$ cat src/rtl/sensor_conditioner_pkg.sv
// ============================================================================
// sensor_conditioner_pkg : shared sensor bit indices, defaults and level check
// Rev 1.0
// ============================================================================
`default_nettype none

package sensor_conditioner_pkg;

   localparam int IDX_H      = 0;
   localparam int IDX_M      = 1;
   localparam int IDX_L      = 2;
   localparam int IDX_UA     = 3;
   localparam int IDX_US     = 4;
   localparam int IDX_T      = 5;
   localparam int IDX_SW     = 6;
   localparam int N_SENSORS  = 7;

   // 10 ms at 50 MHz
   localparam int DEB_CYCLES_DEFAULT = 500000;

   typedef logic [N_SENSORS-1:0] sensor_vec_t;

   // A float can only be wet if every float below it is wet as well.
   function automatic logic level_invalid(input logic h, input logic m, input logic l);
      return (h & ~m) | (m & ~l) | (h & ~l);
   endfunction

endpackage

`default_nettype wire

$ cat src/rtl/sensor_conditioner_debounce_bit.sv
// ============================================================================
// debounce_bit : 2-flop synchroniser followed by a consecutive-sample debouncer
// Rev 1.0
// ============================================================================
`default_nettype none

module debounce_bit #(
   parameter int DEB_CYCLES = 500000
) (
   input  logic clk,
   input  logic reiniciar,
   input  logic din,
   output logic dout,
   output logic upd
);

   localparam int             CW      = $clog2(DEB_CYCLES);
   localparam logic [CW-1:0]  CNT_MAX = CW'(DEB_CYCLES - 1);

   logic          sync1_q, sync1_d;
   logic          sync2_q, sync2_d;
   logic [CW-1:0] cnt_q, cnt_d;
   logic          stable_q, stable_d;

   always_comb begin
      sync1_d  = din;
      sync2_d  = sync1_q;
      cnt_d    = cnt_q;
      stable_d = stable_q;
      upd      = 1'b0;
      if (sync2_q == stable_q) begin
         cnt_d = '0;
      end else if (cnt_q == CNT_MAX) begin
         stable_d = sync2_q;
         cnt_d    = '0;
         upd      = 1'b1;
      end else begin
         cnt_d = cnt_q + CW'(1);
      end
   end

   always_ff @(posedge clk or posedge reiniciar) begin
      if (reiniciar) begin
         sync1_q  <= 1'b0;
         sync2_q  <= 1'b0;
         cnt_q    <= '0;
         stable_q <= 1'b0;
      end else begin
         sync1_q  <= sync1_d;
         sync2_q  <= sync2_d;
         cnt_q    <= cnt_d;
         stable_q <= stable_d;
      end
   end

   // upd marks the cycle whose closing edge loads the stable register
   assign dout = stable_q;

endmodule

`default_nettype wire

$ cat src/rtl/sensor_conditioner.sv
// ============================================================================
// sensor_conditioner : debounced sensor front end with change pulse and
//                      tank-level plausibility flag
// Rev 1.0
// ============================================================================
`default_nettype none

module sensor_conditioner
   import sensor_conditioner_pkg::*;
#(
   parameter int DEB_CYCLES = DEB_CYCLES_DEFAULT
) (
   input  logic                 clk,
   input  logic                 reiniciar,
   input  logic [N_SENSORS-1:0] raw_in,
   output logic                 H,
   output logic                 M,
   output logic                 L,
   output logic                 Ua,
   output logic                 Us,
   output logic                 T,
   output logic                 switch_o,
   output logic                 mudou,
   output logic                 erro_nivel
);

   sensor_vec_t stable;
   sensor_vec_t upd_strobe;
   logic        mudou_q, mudou_d;
   logic        erro_nivel_q, erro_nivel_d;

   generate
      for (genvar i = 0; i < N_SENSORS; i++) begin : g_bit
         debounce_bit #(
            .DEB_CYCLES (DEB_CYCLES)
         ) u_deb (
            .clk       (clk),
            .reiniciar (reiniciar),
            .din       (raw_in[i]),
            .dout      (stable[i]),
            .upd       (upd_strobe[i])
         );
      end
   endgenerate

   // Strobes fire in the cycle before the load, so mudou lands on the same edge.
   always_comb begin
      mudou_d      = |upd_strobe;
      erro_nivel_d = level_invalid(stable[IDX_H], stable[IDX_M], stable[IDX_L]);
   end

   always_ff @(posedge clk or posedge reiniciar) begin
      if (reiniciar) begin
         mudou_q      <= 1'b0;
         erro_nivel_q <= 1'b0;
      end else begin
         mudou_q      <= mudou_d;
         erro_nivel_q <= erro_nivel_d;
      end
   end

   assign H          = stable[IDX_H];
   assign M          = stable[IDX_M];
   assign L          = stable[IDX_L];
   assign Ua         = stable[IDX_UA];
   assign Us         = stable[IDX_US];
   assign T          = stable[IDX_T];
   assign switch_o   = stable[IDX_SW];
   assign mudou      = mudou_q;
   assign erro_nivel = erro_nivel_q;

endmodule

`default_nettype wire

$ cat config.mk
export PLATFORM = sky130hd
export DESIGN_NAME = sensor_conditioner
export DESIGN_NICKNAME = d
export VERILOG_FILES = /design/src/rtl/sensor_conditioner_pkg.sv /design/src/rtl/sensor_conditioner_debounce_bit.sv /design/src/rtl/sensor_conditioner.sv
export SDC_FILE = /design/constraint.sdc
export NUM_CORES = 1
export LEC_CHECK = 0
export ABC_AREA = 1
export BUFFER_PORTS_ARGS = -buffer_cell sky130_fd_sc_hd__buf_2
export CAP_MARGIN = 30
export CELL_PAD_IN_SITES_DETAIL_PLACEMENT = 1
export CELL_PAD_IN_SITES_GLOBAL_PLACEMENT = 1
export CORE_ASPECT_RATIO = 1.25
export CORE_MARGIN = 2
export CORE_UTILIZATION = 50
export CTS_CLUSTER_SIZE = 8
export DETAILED_ROUTE_END_ITERATION = 10
export PLACE_DENSITY = 0.94
export SLEW_MARGIN = 0
export SYNTH_ARGS = -nofsm -noshare
export SYNTH_HDL_FRONTEND = slang
export SYNTH_HIERARCHICAL = 1
export SYNTH_SLANG_ARGS = --single-unit
$ cat constraint.sdc
create_clock -name clk -period 2.91 [get_ports clk]
set_clock_uncertainty 0.1 [all_clocks]
set_input_delay 0.291 -clock clk [delete_from_list [all_inputs] [get_ports clk]]
set_output_delay 0.291 -clock clk [all_outputs]
set_load 0.05 [all_outputs]
After elaboration in Yosys (flattened, before gate mapping)
Cells that the tools add are included.
- bits in registers: 156
- input port bits: 9
- output and inout port bits: 9
- logic and storage cells: 101
- add/sub/neg operators: 7
- equality and inequality tests: 14
- muxes and demuxes: 28
- bitwise operators: 14
- reductions and logical operators: 8
- operators by type and width (operator ; count):
    19-bit two-way mux ; 14
    19-bit by 1-bit adder with 19-bit output, second input constant ; 7
    19-bit == test, second input constant ; 7
    1-bit two-way mux ; 14
    2-bit AND reduction ; 7
    1-bit NOT ; 9
    1-bit == test ; 7
    7-bit OR reduction ; 1
    1-bit AND ; 3
    1-bit OR ; 2

Longest topological paths before layout
Gate-level depths: netlist of the first run.
- depth after elaboration: 4
- mapped depth: 10
- mapped depth without buffers: 10

Cells and area by module
Netlist of the first run, hierarchy kept.
- by module, submodules not included (module ; times used ; cells each ; area each (µm²)):
    debounce_bit ; 7 ; 178 ; 1282.5
    sensor_conditioner ; 1 ; 17 ; 107.6

Worst setup path after synthesis of the first run
No wires, ideal clock.
- path type: reg-to-reg
- start: register g_bit[1].u_deb.stable_q
- end: register mudou_q, in the netlist mudou
- arrival time: 1.418 ns
- slack: 1.274 ns
- stages on the path, launching flop included: 8
- path buffers: 1
- period minus slack after synthesis: 1.636 ns
- cells stage by stage: dfrtp_1 > xnor2_1 > clkbuf_1 > nor2_1 > inv_1 > nand2_1 > nor2_1 > nand2_1
- cells in the longest elaborated chain, start to end: 3
- ends and longest elaborated chain (what ; RTL line ; source):
    start, declared ; sensor_conditioner_debounce_bit.sv:23 ; logic stable_q, stable_d;
    start signal, assigned ; sensor_conditioner_debounce_bit.sv:52 ; stable_q <= stable_d;
    1-bit == test ; sensor_conditioner_debounce_bit.sv:31 ; if (sync2_q == stable_q) begin
    1-bit two-way mux ; sensor_conditioner_debounce_bit.sv:31 ;
    named net upd_strobe[1] ; sensor_conditioner.sv:28 ; sensor_vec_t upd_strobe;
    7-bit OR reduction ; sensor_conditioner.sv:48 ; mudou_d = |upd_strobe;
    named net mudou_d ; sensor_conditioner.sv:29 ; logic mudou_q, mudou_d;
    end signal, assigned ; sensor_conditioner.sv:57 ; mudou_q <= mudou_d;
    end, declared ; sensor_conditioner.sv:29 ;
The timed path passes the listed nets, and every way through them passes these cells.
A chain may end at the register's enable or synchronous reset.

Worst setup path after layout of the first run
- start: register g_bit[3].u_deb.cnt_q[0]
- end: register mudou_q, in the netlist mudou
- cells in the longest elaborated chain, start to end: 4
- ends and longest elaborated chain (what ; RTL line ; source):
    start, declared ; sensor_conditioner_debounce_bit.sv:22 ; logic [CW-1:0] cnt_q, cnt_d;
    start signal, assigned ; sensor_conditioner_debounce_bit.sv:51 ; cnt_q <= cnt_d;
    19-bit == test ; sensor_conditioner_debounce_bit.sv:33 ; end else if (cnt_q == CNT_MAX) begin
    1-bit two-way mux ; sensor_conditioner_debounce_bit.sv:33 ;
    1-bit two-way mux ; sensor_conditioner_debounce_bit.sv:31 ;
    named net upd_strobe[3] ; sensor_conditioner.sv:28 ;
    7-bit OR reduction ; sensor_conditioner.sv:48 ;
    named net mudou_d ; sensor_conditioner.sv:29 ;
The timed path passes the listed nets, and every way through them passes these cells.

==> run_results.csv, run 1 <==
group,metric,value,unit
status,status,"completed",
global_route,grt_usage,32.5,%
layout,drive_gt1_share,12.7,%
pwr,power.leakage,4.44,nW
detailed_routing,antenna_left,0,
timing,rsz0062_at_grt,"false",
logic_synthesis,synth_xor_xnor_area_share,5.40,%
flow_run,maxCapViolations,0,
global_route,grt_max_degree,23,
logic_synthesis,yosys.area.top_type_share,43.0,%
logic_synthesis,synth_compound_area_share,3.53,%
worst_setup_path,crit_path_end_kind,"register",
logic_synthesis,yosysMostFrequentCell,"nor2_1",
clock_tree,cts.hold.buffers_added,8,
floorplanning,die_x,125,um
logic_synthesis,async_flop_share,100,%
global_route,overflow,0,
detailed_routing,wirelength,30.4,mm
worst_setup_path,start_kind,"register",
layout,design_area,10100,um2
placement,gp_congestion,0.866,
clock_tree,cts_made_buffers,17,
clock_tree,htreeDepth,4,
worst_setup_path,arrival,2230,ps
detailed_routing,drcViolationCount,0,
logic_synthesis,syn_inst,1263,
timing,maxSlewHeadroom,35.6,%
worst_setup_path,r2r-end,"mudou",
pwr,vdd_drop_max,387,uV
clock_tree,cts_root_buffer,"clkbuf_16",
logic_synthesis,yosysSeqAreaShare,43.0,%
detailed_routing,wl_per_cell,19.7,um
logic_synthesis,ys.warnings.count,6,
timing,fin_crit_sh,66.9,%
timing,clock.fmax,513,MHz
logic_synthesis,synth_top_cell_by_area,"dfrtp_1",
detailed_routing,drt-initial-drc-count,496,
logic_synthesis,syn_area,9080,um2
logic_synthesis,synth-seq-cells,156,
logic_synthesis,yosys.area_share.simple,38.5,%
clock_tree,cts_resized,0,
placement,hpwl,17.4,mm
layout,antennaDiodeCount,0,
layout,finalNonFillerCells,1541,
global_route,grt_pass1_wl,49.8,mm
layout,utilization,56.4,%
min_path,hold_end,"g_bit[2].u_deb/sync2_q",
detailed_routing,firstDrtPassIters,5,
placement,io_buffers,17,
worst_setup_path,crit_start,"g_bit[3].u_deb/cnt_q[0]",
placement,dpl.cell_count,1501,
floorplanning,start_util,50.6,%
clock_tree,cts_sinks,156,
worst_setup_path,crit_path_max_fanout,7,
placement,place_area,9430,um2
min_path,holdCritStartpoint,"g_bit[2].u_deb/sync1_q",
timing,timing_hold_violations_final,0,
timing,finalCriticalPeriod,1950,ps
logic_synthesis,netlist_top_cells_area,"dfrtp_1 43%, nor2_1 13%, nand2_1 10%",
logic_synthesis,synth_adder_area_share,0.964,%
timing,setup_viol,0,
min_path,hold_class,"reg -> reg",
clock_tree,postCtsSetupRepairBufs,0,
detailed_routing,num_vias,8664,
layout,finalNetCount,1316,
logic_synthesis,synth_edf_count,0,
logic_synthesis,synthFlopType,"dfrtp_1",
global_route,grt_pass1_vias,9620,
timing,worst_pin_slew,965,ps
logic_synthesis,synth.net_count,1279,
logic_synthesis,synth.area.mux_share,0,%
detailed_routing,vias_per_cell,5.62,
layout,synthToLayoutAreaGrowth,11.5,%
logic_synthesis,postSynthAreaPerCell,7.19,um2
floorplanning,die-area,19300,um2
timing,setup_tns,0,ps
min_path,holdPathStages,0,
clock_tree,cts_buffer_depth,2,
clock_tree,cts_tree,"yes",
worst_setup_path,path_class,"reg -> reg",
floorplanning,die_y,155,um
layout,fillers,2303,
clock_tree,clock_latency,440,ps
pwr,p_per_area,474,nW/um2
floorplanning,core,18000,um2
logic_synthesis,yosys-top-cells-count,"325 x nor2_1, 242 x nand2_1, 168 x inv_1, 156 x dfrtp_1, 105 x nand3_1",
floorplanning,rows,55,
worst_setup_path,r2r_start,"g_bit[3].u_deb/cnt_q[0]",
timing,drv_slew,0,
floorplanning,io_pins,18,
logic_synthesis,yosysUniqueCellTypes,23,
worst_setup_path,ff2ff_path_depth,9,
logic_synthesis,synth_top_family_by_area,"simple AND/OR/NAND/NOR gates",
worst_setup_path,worst_ep_required_time,3190,ps
clock_tree,path_clk_slew,70,ps
worst_setup_path,r2r_slack,960,ps
global_route,grt_antenna_before_repair,0,
## critical path: stages (launching register included)
cell and delay (ps):
dfrtp_1 400, ha_1 230, nand2_1 160, nor2_2 240
nand3_2 230, nor2_1 190, inv_1 70, nand2_1 130
nor2_1 60, nand2_1 70
## area by class of cell
type	instances	area (um2)	share of cell area [%]
clock buffer	20	457	4.51
clock inverter	12	160	1.58
inverter	189	709	7.01
multi-input combinational	904	4390	43.4
sequential	156	3900	38.6
tap	228	285	2.82
timing repair buffer	32	218	2.15
## logic make-up after synthesis
kind of cell,Yosys count
AOI/OAI and AO/OA,57
and+or+nand+nor,784
buffers and inverters,203
adders and majority gates,7
DFF,156
xor gates and xnor gates,56
## flip-flops by register name (all words and copies together) (netlist names)
name and cells:
erro_nivel 1, g_bit.u_deb/cnt_q 133, g_bit.u_deb/dout 7, g_bit.u_deb/sync1_q 7, g_bit.u_deb/sync2_q 7, mudou 1
## report_power, final
part,switching [W],internal [W]
sequential,0.0000300,0.00220
combinational,0.000132,0.0000490
clock,0.000985,0.00140
## worst max-delay path by stage
stage                                    to  depth (start not counted)
floorplan                             mudou                          7
global placement                      mudou                          9
detailed placement  g_bit[2].u_deb/cnt_q[5]                          4
CTS                                   mudou                          9
global route                          mudou                          9
finish                                mudou                          9
## through the flow
| stage | power, W | hold WS [ps] | setup WS (ps) |
|---|---|---|---|
| after floorplan | 0.00236 | -67.8 | 1270 |
| after global placement | 0.00241 | 172 | 1340 |
| after detailed placement | 0.00243 | 183 | 1260 |
| after CTS | 0.00481 | 257 | 1160 |
| after global routing | 0.00491 | 257 | 933 |
| final | 0.00480 | 254 | 962 |
## placed cells by master (no fill, tap or decap), types with 21 or more instances in the layout
cell and instances:
a21oi_1 29, nand2_1 242, nor2_4 21, xnor2_1 28
inv_2 21, dfrtp_1 156, inv_1 168, nand2_2 28
xor2_1 28, nand3_1 105, nor2_1 325, nor2_2 28
## routing by layer
metal | share of wire (%) | GRT usage (%)
met1 | 38 | 35.7
met2 | 53 | 58.5
met3 | 4.3 | 6.09
met4 | 5.2 | 18.9
met5 | 0 | 0
Power figures use the tool's default switching activity.
==> run 2: changes to the inputs <==
CORE_UTILIZATION = 42   (was 50)
PLACE_DENSITY = 0.85   (was 0.94)
clock period = 1.7 ns   (was 2.91 ns; I/O delays follow)
==> run_results.csv, run 2 (synthesis gave the netlist of run 1 again) <==
group,metric,value,unit
status,status,"completed",
detailed_routing,drcViolationCount,0,
layout,multiInputGateArea,4450,um2
layout,largest-register,"g_bit.u_deb/cnt_q",
floorplanning,rows,60,
placement,gp_congestion,0.838,
global_route,grt_pass1_vias,9010,
placement,hpwl,18.1,mm
timing,timing_hold_violations_final,0,
timing,whs,161,ps
detailed_routing,wl_per_cell,15.2,um
detailed_routing,antenna_left,0,
timing,maxSlewHeadroom,72.5,%
min_path,hold_class,"in -> async",
worst_setup_path,r2r_start,"g_bit[3].u_deb/cnt_q[11]",
pwr,p_per_area,790,nW/um2
timing,worst_pin_slew,410,ps
global_route,grt_max_degree,23,
floorplanning,die_x,136,um
worst_setup_path,crit_path_max_fanout,7,
global_route,grt_pass1_wl,42.4,mm
clock_tree,path_clk_slew,70,ps
worst_setup_path,r2r-end,"mudou",
layout,antennaDiodeCount,0,
timing,setup_tns,0,ps
worst_setup_path,ff2ff_path_depth,9,
global_route,grt_usage,23.0,%
worst_setup_path,arrival,1870,ps
placement,io_buffers,17,
clock_tree,cts_buffer_depth,2,
pwr,power.leakage,4.60,nW
floorplanning,core,21400,um2
timing,finalCriticalPeriod,1610,ps
layout,final_common_cell,"nor2_1",
clock_tree,postCtsSetupRepairBufs,0,
layout,drive_gt1_share,14.7,%
worst_setup_path,worst_ep_required_time,1960,ps
pwr,vdd_drop_max,709,uV
layout,largest_reg_flops,133,
worst_setup_path,path_class,"reg -> reg",
layout,synthToLayoutAreaGrowth,15.2,%
detailed_routing,drt-initial-drc-count,290,
clock_tree,clock_latency,420,ps
global_route,grt_antenna_before_repair,0,
detailed_routing,firstDrtPassIters,4,
layout,most-common-layout-cells,"323 x nor2_1, 242 x nand2_1, 168 x inv_1",
timing,drv_slew,0,
floorplanning,die_y,168,um
detailed_routing,num_vias,8112,
clock_tree,cts_made_buffers,17,
flow_run,maxCapViolations,0,
timing,rsz0062_at_grt,"true",
layout,regArea,3900,um2
global_route,overflow,0,
layout,finalNetCount,1343,
timing,clock.fmax,620,MHz
timing,fin_crit_sh,94.8,%
worst_setup_path,r2r_slack,90,ps
detailed_routing,vias_per_cell,5.01,
clock_tree,htreeDepth,4,
worst_setup_path,crit_path_end_kind,"register",
floorplanning,die-area,22800,um2
timing,setup_viol,0,
clock_tree,cts_root_buffer,"clkbuf_16",
layout,fillers,2726,
clock_tree,cts_tree,"yes",
worst_setup_path,start_kind,"register",
clock_tree,cts_sinks,156,
detailed_routing,wirelength,24.5,mm
floorplanning,io_pins,18,
floorplanning,start_util,42.5,%
## run 2: cell types whose count changed in the layout (fill, tap and decap cells not counted), sizes merged
cell      change
bufinv        +1
clkinv        +2
clkbuf        -1
buf          +27
clkinvlp      -3
## run 2: through the flow
stage | utilization (%) | total power (W) | std cells | area (um2) | worst slack [ps]
after floorplan | - | 0.00405 | 1263 | 9080 | 63.8
after global placement | 45.3 | 0.00416 | 1579 | 9700 | 188
after detailed placement | 45.3 | 0.00417 | 1579 | 9700 | 137
after CTS | 48.7 | 0.00835 | 1618 | 10400 | 30.1
after global routing | 48.9 | 0.00855 | 1618 | 10500 | -76.1
final | 48.9 | 0.00827 | 1618 | 10500 | 87.8
## run 2: worst max-delay path by stage
stage | cells after the start | end | slack, ps | startpoint
3_5_place_dp | 9 | mudou | 140 | g_bit[3].u_deb/cnt_q[0]
2_1_floorplan | 7 | mudou | 60 | g_bit[1].u_deb/dout
4_1_cts | 9 | mudou | 30 | g_bit[4].u_deb/cnt_q[0]
3_3_place_gp | 9 | mudou | 190 | g_bit[6].u_deb/cnt_q[0]
5_1_grt | 10 | mudou | -80 | g_bit[0].u_deb/cnt_q[15]
6_report | 9 | mudou | 90 | g_bit[3].u_deb/cnt_q[11]
## run 2: layout make-up
| cell class | instances | share of cell area [%] |
|---|---|---|
| inverters | 189 | 6.78 |
| flip-flops and latches | 156 | 37.3 |
| clock buffers | 19 | 4.33 |
| clock inverters | 12 | 1.77 |
| well taps | 279 | 3.33 |
| multi-input cells | 904 | 42.5 |
| repair buffers | 59 | 4.02 |
## run 2: repair_timing
action / 4_1_cts / 5_1_grt
setup endpoints to repair: 0 / 11
gates resized for setup: 0 / 11
hold buffers: 8 / 0
endpoints found under the hold margin: 148 / 0
## run 2: report_power, final
group	switching (W)	total (W)	internal (W)	leakage, nW
combinational	0.000210	0.000307	0.0000967	2.16
clock	0.00161	0.00416	0.00255	0.310
sequential	0.0000412	0.00381	0.00377	2.13
## run 2: critical path, stage by stage (launching register included)
cell and delay [ps]:
dfrtp_1 450, nor2_1 140, nand2_1 100, nor2_1 160
nand3_2 190, nor2_1 140, inv_1 50, nand2_1 90
nor2_1 50, nand2_1 80
## run 2: per-layer routing
layer / track usage (%) / vias to the layer above / wire length (um) / part of all wire, %
met5: 0 / - / 0 / 0
met4: 9.24 / 0 / 754 / 3.1
met3: 3.31 / 55 / 459 / 1.9
met2: 43.3 / 103 / 13400 / 55
met1: 25.7 / 3979 / 9950 / 41
li1: - / 3975 / - / -
